--- src/rtl/points_encoder_if.sv ---
// Handshake bundle between the points BCD encoder and its producer/consumer.
// The producer side drives bcd_in/in_valid and takes the result with out_ready.
interface points_encoder_if #(
   parameter int DIGITS = 3,
   parameter int BIN_W  = 10
);
   logic [4*DIGITS-1:0] bcd_in;
   logic                in_valid;
   logic                in_ready;
   logic [BIN_W-1:0]    points;
   logic                err;
   logic                out_valid;
   logic                out_ready;

   modport master (
      output bcd_in,
      output in_valid,
      output out_ready,
      input  in_ready,
      input  points,
      input  err,
      input  out_valid
   );

   modport slave (
      input  bcd_in,
      input  in_valid,
      input  out_ready,
      output in_ready,
      output points,
      output err,
      output out_valid
   );
endinterface

--- src/rtl/points_encoder.sv ---
// Packed BCD score to binary points, one bit per clock, using
// reverse double-dabble (shift right, then subtract 3 from digits >= 8).
module points_encoder #(
   parameter int DIGITS = 3,
   parameter int BIN_W  = 10
) (
   input  logic clk,
   input  logic rst_n,
   points_encoder_if.slave bus
);
   localparam int BCD_W = 4 * DIGITS;
   localparam int CNT_W = $clog2(BIN_W + 1);
   localparam logic [CNT_W-1:0] LAST_CNT = CNT_W'(BIN_W - 1);

   generate
      if ((10 ** DIGITS) - 1 >= (2 ** BIN_W)) begin : g_bad_width
         $error("BIN_W too narrow for DIGITS");
      end
   endgenerate

   typedef enum logic [1:0] {
      IDLE,
      SHIFT,
      DONE
   } state_t;

   state_t           state;
   logic [BCD_W-1:0] bcd_reg;
   logic [BIN_W-1:0] bin_reg;
   logic [CNT_W-1:0] cnt;
   logic [BIN_W-1:0] points_q;
   logic             err_q;
   logic             out_valid_q;
   logic             in_ready_q;

   logic             bad_digit;
   logic [BCD_W-1:0] sh_bcd;
   logic [BCD_W-1:0] adj_bcd;
   logic [BIN_W-1:0] sh_bin;
   logic             last_step;

   always_comb begin
      bad_digit = 1'b0;
      for (int d = 0; d < DIGITS; d++) begin
         if (bus.bcd_in[4*d +: 4] > 4'd9) begin
            bad_digit = 1'b1;
         end
      end
   end

   // Corrections look at the post-shift digits; mod-16 wrap is safe since d >= 8.
   always_comb begin
      {sh_bcd, sh_bin} = {bcd_reg, bin_reg} >> 1;
      adj_bcd = sh_bcd;
      for (int d = 0; d < DIGITS; d++) begin
         if (sh_bcd[4*d+3]) begin
            adj_bcd[4*d +: 4] = sh_bcd[4*d +: 4] - 4'd3;
         end
      end
   end

   assign last_step = (cnt == LAST_CNT);

   always_ff @(posedge clk or negedge rst_n) begin
      if (!rst_n) begin
         state       <= IDLE;
         bcd_reg     <= '0;
         bin_reg     <= '0;
         cnt         <= '0;
         points_q    <= '0;
         err_q       <= 1'b0;
         out_valid_q <= 1'b0;
         in_ready_q  <= 1'b1;
      end else begin
         unique case (state)
            IDLE: begin
               if (bus.in_valid && in_ready_q) begin
                  in_ready_q <= 1'b0;
                  if (bad_digit) begin
                     points_q    <= '0;
                     err_q       <= 1'b1;
                     out_valid_q <= 1'b1;
                     state       <= DONE;
                  end else begin
                     bcd_reg <= bus.bcd_in;
                     bin_reg <= '0;
                     cnt     <= '0;
                     state   <= SHIFT;
                  end
               end
            end
            SHIFT: begin
               bcd_reg <= adj_bcd;
               bin_reg <= sh_bin;
               cnt     <= cnt + 1'b1;
               if (last_step) begin
                  points_q    <= sh_bin;
                  err_q       <= 1'b0;
                  out_valid_q <= 1'b1;
                  state       <= DONE;
               end
            end
            DONE: begin
               if (bus.out_ready) begin
                  out_valid_q <= 1'b0;
                  in_ready_q  <= 1'b1;
                  state       <= IDLE;
               end
            end
            default: begin
               out_valid_q <= 1'b0;
               in_ready_q  <= 1'b1;
               state       <= IDLE;
            end
         endcase
      end
   end

   assign bus.in_ready  = in_ready_q;
   assign bus.points    = points_q;
   assign bus.err       = err_q;
   assign bus.out_valid = out_valid_q;

   a_residual_zero : assert property (
      @(posedge clk) disable iff (!rst_n)
      (state == SHIFT && last_step) |-> (adj_bcd == '0)
   );

endmodule

--- src/flat_wrapper.sv ---
// flat-port wrapper written by rule: the top's interface ports become plain ports
module points_encoder_flat 
#(
   parameter int DIGITS = 3,
   parameter int BIN_W  = 10
)
  (clk, rst_n, bus_bcd_in, bus_in_valid, bus_out_ready, bus_in_ready, bus_points, bus_err, bus_out_valid);
  points_encoder_if #(.DIGITS(DIGITS), .BIN_W(BIN_W)) bus_i ();
  input  logic clk;
  input  logic rst_n;
  input wire logic [$bits(bus_i.bcd_in)-1:0] bus_bcd_in;
  input wire logic [$bits(bus_i.in_valid)-1:0] bus_in_valid;
  input wire logic [$bits(bus_i.out_ready)-1:0] bus_out_ready;
  output wire logic [$bits(bus_i.in_ready)-1:0] bus_in_ready;
  output wire logic [$bits(bus_i.points)-1:0] bus_points;
  output wire logic [$bits(bus_i.err)-1:0] bus_err;
  output wire logic [$bits(bus_i.out_valid)-1:0] bus_out_valid;
  assign bus_i.bcd_in = bus_bcd_in;
  assign bus_i.in_valid = bus_in_valid;
  assign bus_i.out_ready = bus_out_ready;
  assign bus_in_ready = bus_i.in_ready;
  assign bus_points = bus_i.points;
  assign bus_err = bus_i.err;
  assign bus_out_valid = bus_i.out_valid;
  points_encoder #(.DIGITS(DIGITS), .BIN_W(BIN_W)) u_core (.clk(clk), .rst_n(rst_n), .bus(bus_i));
endmodule
--- config.mk ---
export PLATFORM = sky130hd
export DESIGN_NAME = points_encoder_flat
export DESIGN_NICKNAME = d
export VERILOG_FILES = /design/src/rtl/points_encoder_if.sv /design/src/rtl/points_encoder.sv /design/src/flat_wrapper.sv
export SDC_FILE = /design/constraint.sdc
export NUM_CORES = 1
export LEC_CHECK = 0
export BUFFER_PORTS_ARGS = -buffer_cell sky130_fd_sc_hd__buf_2
export CAP_MARGIN = 20
export CELL_PAD_IN_SITES_DETAIL_PLACEMENT = 0
export CELL_PAD_IN_SITES_GLOBAL_PLACEMENT = 2
export CORE_MARGIN = 10
export CORE_UTILIZATION = 33
export CTS_BUF_LIST = sky130_fd_sc_hd__clkbuf_8 sky130_fd_sc_hd__clkbuf_16
export CTS_CLUSTER_DIAMETER = 30
export CTS_CLUSTER_SIZE = 28
export DETAILED_ROUTE_END_ITERATION = 16
export GPL_TIMING_DRIVEN = 1
export PLACE_DENSITY = 0.73
export SETUP_SLACK_MARGIN = 0.3
export SLEW_MARGIN = 20
export SYNTH_ARGS = -nofsm -noshare
export SYNTH_HDL_FRONTEND = slang
export SYNTH_SLANG_ARGS = --single-unit
--- constraint.sdc ---
create_clock -name clk -period 1.55 [get_ports clk]
set_input_delay 0.0775 -clock clk [delete_from_list [all_inputs] [get_ports clk]]
set_output_delay 0.0775 -clock clk [all_outputs]
set_load 0.02 [all_outputs]
# Word-level counts from Yosys, hierarchy flattened
# Cells that the tools add are included.
# Widths: inputs -> output; s select.
[totals]
register_bits = 41
in_bits = 16
out_inout_bits = 13
wordCells = 64
[op_classes]
addsub = 3
n_lt_le_gt_ge = 3
eq_ne = 8
muxes = 33
bitwise = 1
n_reduce_logical = 8
[ops]
columns = ["op", "count"]
rows = [
  ["$mux 10", 5],
  ["$pmux 10 s2", 2],
  ["$mux 12", 2],
  ["$pmux 12 s2", 1],
  ["$mux 4", 4],
  ["$gt 4x4->1 const B", 3],
  ["$mux 1", 10],
  ["$reduce_and 3->1", 3],
  ["$mux 2", 4],
  ["$pmux 4 s2", 1],
  ["$reduce_and 4->1", 2],
  ["$sub 4x2->4 const B", 2],
  ["$ne 2x1->1 const B", 3],
  ["$pmux 1 s3", 2],
  ["$pmux 2 s3", 1],
  ["$add 4x1->4 const B", 1],
  ["$eq 4x4->1 const B", 1],
  ["$ne 2x2->1 const B", 2],
  ["$eq 2x1->1 const B", 1],
  ["$eq 2x2->1 const B", 1],
  ["$logic_not 2->1", 1],
  ["$pmux 1 s2", 1],
  ["$reduce_bool 2->1", 1],
  ["$logic_and 1x1->1", 1],
  ["$not 1->1", 1],
]

# Logic depth before layout (Yosys ltp)
[depth]
depth_word = 7
depth_mapped = 8
ltp_nobuf = 6

# Worst setup path after synthesis
# No wires, ideal clock.
[synth_timing]
path_kind = "reg2reg"
from = "reg u_core.in_ready_q (netlist: u_core.bus.in_ready)"
to = "reg u_core.bcd_reg[0]"
t_arrival_ns = 1.344
required_ns = 1.430
slack_ns = 0.086
stages_incl_launch_ff = 7
n_path_buf = 2
period_less_slack_ns = 1.464
path_cell_list = "dfstp_2 and3b_1 a41oi_2 buf_6 buf_12 nand2_1 o21ai_2"
[synth_via]
elab_chain_cells = 3
[synth_lines]
columns = ["element", "line", "text"]
rows = [
  ["from (decl)", "points_encoder.sv:34", "logic in_ready_q;"],
  ["from (signal assigned)", "points_encoder.sv:73", "in_ready_q <= 1'b1;"],
  ["from (signal assigned)", "points_encoder.sv:78", "in_ready_q <= 1'b0;"],
  ["from (signal assigned)", "points_encoder.sv:106", "in_ready_q <= 1'b1;"],
  ["$logic_and 1x1->1", "points_encoder.sv:77", "if (bus.in_valid && in_ready_q) begin"],
  ["$ne 2x1->1 (no line)", "--", ""],
  ["$reduce_and 3->1 (no line)", "--", ""],
  ["to (signal assigned)", "points_encoder.sv:85", "bcd_reg <= bus.bcd_in;"],
  ["to (signal assigned)", "points_encoder.sv:93", "bcd_reg <= adj_bcd;"],
  ["to (decl)", "points_encoder.sv:28", "logic [BCD_W-1:0] bcd_reg;"],
]
# Every way passes these cells.
# A chain may end at the register's enable or synchronous reset.

# Worst setup path in the final report
[layout_timing]
from = "reg u_core.in_ready_q (netlist: u_core.bus.in_ready)"
to = "reg u_core.bin_reg[6]"
[layout_via]
elab_chain_cells = 3
[layout_lines]
columns = ["element", "line", "text"]
rows = [
  ["$logic_and 1x1->1", "points_encoder.sv:77", ""],
  ["$ne 2x1->1 (no line)", "--", ""],
  ["$reduce_and 3->1 (no line)", "--", ""],
  ["to (signal assigned)", "points_encoder.sv:94", "bin_reg <= sh_bin;"],
  ["to (decl)", "points_encoder.sv:29", "logic [BIN_W-1:0] bin_reg;"],
]
# Every way passes these cells.

==> results.sh <==
export IMPL_status="complete, no violations"
export IMPL_setup_slack_ns=0.08814
export IMPL_synth_seq_area_share=0.5308
export IMPL_largest_register_ffs=12
export IMPL_yosysTopAreaCell="dfrtp_1"
export IMPL_slew_violations=0
export IMPL_placedCellCount=271
export IMPL_syn_area_um2=1888
export IMPL_clk_path_buf_depth=2
export IMPL_pwr_share_clk=0.187
export IMPL_maxCapViolCount=0
export IMPL_path_clk_slew_ns=0.08
export IMPL_drt_wl_total_um=4664
export IMPL_combPwrFrac=0.429
export IMPL_ys_warnings_count=0
export IMPL_wl_per_cell_um=16.25
export IMPL_power_switching_mw=1.841
export IMPL_layout_drive_gt1_share=0.4093
export IMPL_viasPerCell=4.962
export IMPL_setup_viol=0
export IMPL_yosys_top_cells_area="dfrtp_1 (52%), a22o_1 (8.8%), o21ai_2 (4.6%)"
export IMPL_netSwitchingFraction=0.3857
export IMPL_ant_nets=0
export IMPL_ys_seq_elements=40
export IMPL_vias=1424
export IMPL_antenna_found_initial=0
export IMPL_track_usage=0.1055
export IMPL_std_cell_rows=27
export IMPL_finalCriticalPeriod_ns=1.462
export IMPL_clock_sinks=40
export IMPL_synth_top_area_frac=0.5169
export IMPL_final_cells=287
export IMPL_chipHeight_um=95.64
export IMPL_cp_required_ns=1.74
export IMPL_ys_types=32
export IMPL_final_cell_mix="dfrtp_1 (39), buf_2 (28), a22o_1 (19), buf_4 (15), nand2_1 (13)"
export IMPL_cts_buffers=5
export IMPL_first_pass_iters=4
export IMPL_ir_worst_vdd_v=0.0006297
export IMPL_clkLatencyLatePin_ns=0.30
export IMPL_cts_root_buf="clkbuf_8"
export IMPL_die_area_um2=9147
export IMPL_fp_coreArea_um2=5540
export IMPL_hold_ws_ns=0.03150
export IMPL_grt_pass1_vias=1518
export IMPL_hold_violations=0
export IMPL_syn_inst=168
export IMPL_layout_commonest_cell="dfrtp_1"
export IMPL_overflow=0
export IMPL_period_share=0.9431
export IMPL_initial_utilization=0.3408
export IMPL_finalClockSkew_ns=0.01208
export IMPL_cts_tree="yes"
export IMPL_critPathKind="reg -> reg"
export IMPL_p_per_area_nw_per_um2=1967
export IMPL_fin_tns_setup_ns=0
export IMPL_pin_count=29
export IMPL_area_growth_pct=28.50
export IMPL_drt_iter0_drc=40
export IMPL_port_buffers=28
export IMPL_start_kind="flop"
export IMPL_tightest_slew_ns=0.5285
export IMPL_drc=0
export IMPL_path_max_fanout=7
export IMPL_grt_max_degree=41
export IMPL_dpl_hpwl_um=3282
export IMPL_fmax_ghz=0.6841
export IMPL_leakage_nw=1.156
export IMPL_arrival_ns=1.65
export IMPL_diodes=0
export IMPL_post_place_ws_ns=0.07302
export IMPL_synth_fp_nets=188
export IMPL_die_x_um=95.64
export IMPL_seqPwrFrac=0.384
export IMPL_hold_path_class="in -> reg"
export IMPL_grt_first_pass_wirelength_um=7521
export IMPL_rsz0062_at_grt="yes"
export IMPL_nets=234
export IMPL_slew_headroom=0.6477
export IMPL_p_int_mw=2.932
export IMPL_cp_end_kind="flop"
export IMPL_place_gp_congestion=0.7363
export IMPL_syn_area_per_cell_um2=11.24
export IMPL_htreeDepth=2
[metal layers]
metal / global-route usage / share of wire / wire (um) / vias to the layer above
li1: - / - / - / 699
met1: 0.1358 / 0.47 / 2182 / 695
met2: 0.1603 / 0.46 / 2152 / 26
met3: 0.04163 / 0.061 / 285 / 4
met4: 0.02948 / 0.0092 / 43 / 0
met5: 0 / 0 / 0 / -
[timing repair]
item / in CTS / in global routing
endpoints found under the hold margin: 39 / 0
pin swaps: 17 / 2
hold buffers: 1 / 0
buffers inserted: 4 / 1
endpoints found under the setup margin: 39 / 39
resized for setup: 13 / 5
gates cloned: 2 / 0
[power by group through the flow]
stage / Clock, mW / Combinational (mW) / Sequential [mW]
detailed placement: 0 / 1.86 / 1.84
finish: 0.893 / 2.05 / 1.83
CTS: 0.915 / 2.04 / 1.83
global route: 0.958 / 2.24 / 1.90
global placement: 0 / 1.78 / 1.83
floorplan: 0 / 1.20 / 1.97
[per-stage QoR]
step                      power (mW)  area, um2  utilization
final                          4.772       2426       0.4379
after global routing           5.095       2426       0.4379
after CTS                      4.785       2395       0.4322
after detailed placement       3.703       2172       0.3921
after global placement         3.609       2172       0.3921
after floorplan                3.162       1926            -
[layout make-up]
class	count	area (um2)
clock buffer	5	68.82
clock inverter	3	47.55
fill	564	3114
inverter	1	3.754
multi-input combinational	118	888.4
sequential	40	1002
tap	72	90.09
timing repair buffer	48	325.3
[path summary, 6_finish.rpt]
check                                startpoint                   end  slack [ns]  depth (start not counted)
max in group asynchronous                 rst_n     u_core.bcd_reg[4]        0.81                          3
setup / recovery            u_core.bus.in_ready     u_core.bin_reg[6]        0.09                          4
hold reg to reg            u_core.bus.out_valid  u_core.bus.out_valid        0.48                          2
min in group asynchronous                 rst_n  u_core.bus.points[1]        0.37                          3
setup reg to reg            u_core.bus.in_ready     u_core.bin_reg[6]        0.09                          4
hold / removal                    bus_out_ready   u_core.bus.in_ready        0.03                          3
[Yosys cell counts, drive strengths merged]
master   n
nand4    1
nand2   25
nand3b   2
a41oi    1
buf      9
nor3     1
nand4b   1
o211ai   1
xnor2    5
o211a    2
inv      1
nand2b   4
dfstp    1
a31oi    3
and2     1
o21ai   21
a21oi    7
ha       4
clkbuf   1
a22o    19
dfrtp   39
nor2b    1
mux2i    7
and3b    1
nor2     9
and4     1
[worst max-delay path, stage by stage, from the launching register on]
cell and delay [ns]:
dfstp_2 0.55, and3b_2 0.23, a41oi_4 0.18, buf_6 0.20
a22o_1 0.18
[cells by family after synthesis]
family / after synthesis / synth area share
xor gates and xnor gates: 5 / 0.02319
buffers and inverters: 11 / 0.04638
DFF: 40 / 0.5308
AOI/OAI and AO/OA: 54 / 0.2154
muxes: 7 / 0.03711
adders and majority gates: 4 / 0.02651
and+or+nand+nor: 47 / 0.1206
Power figures use the tool's default switching activity.
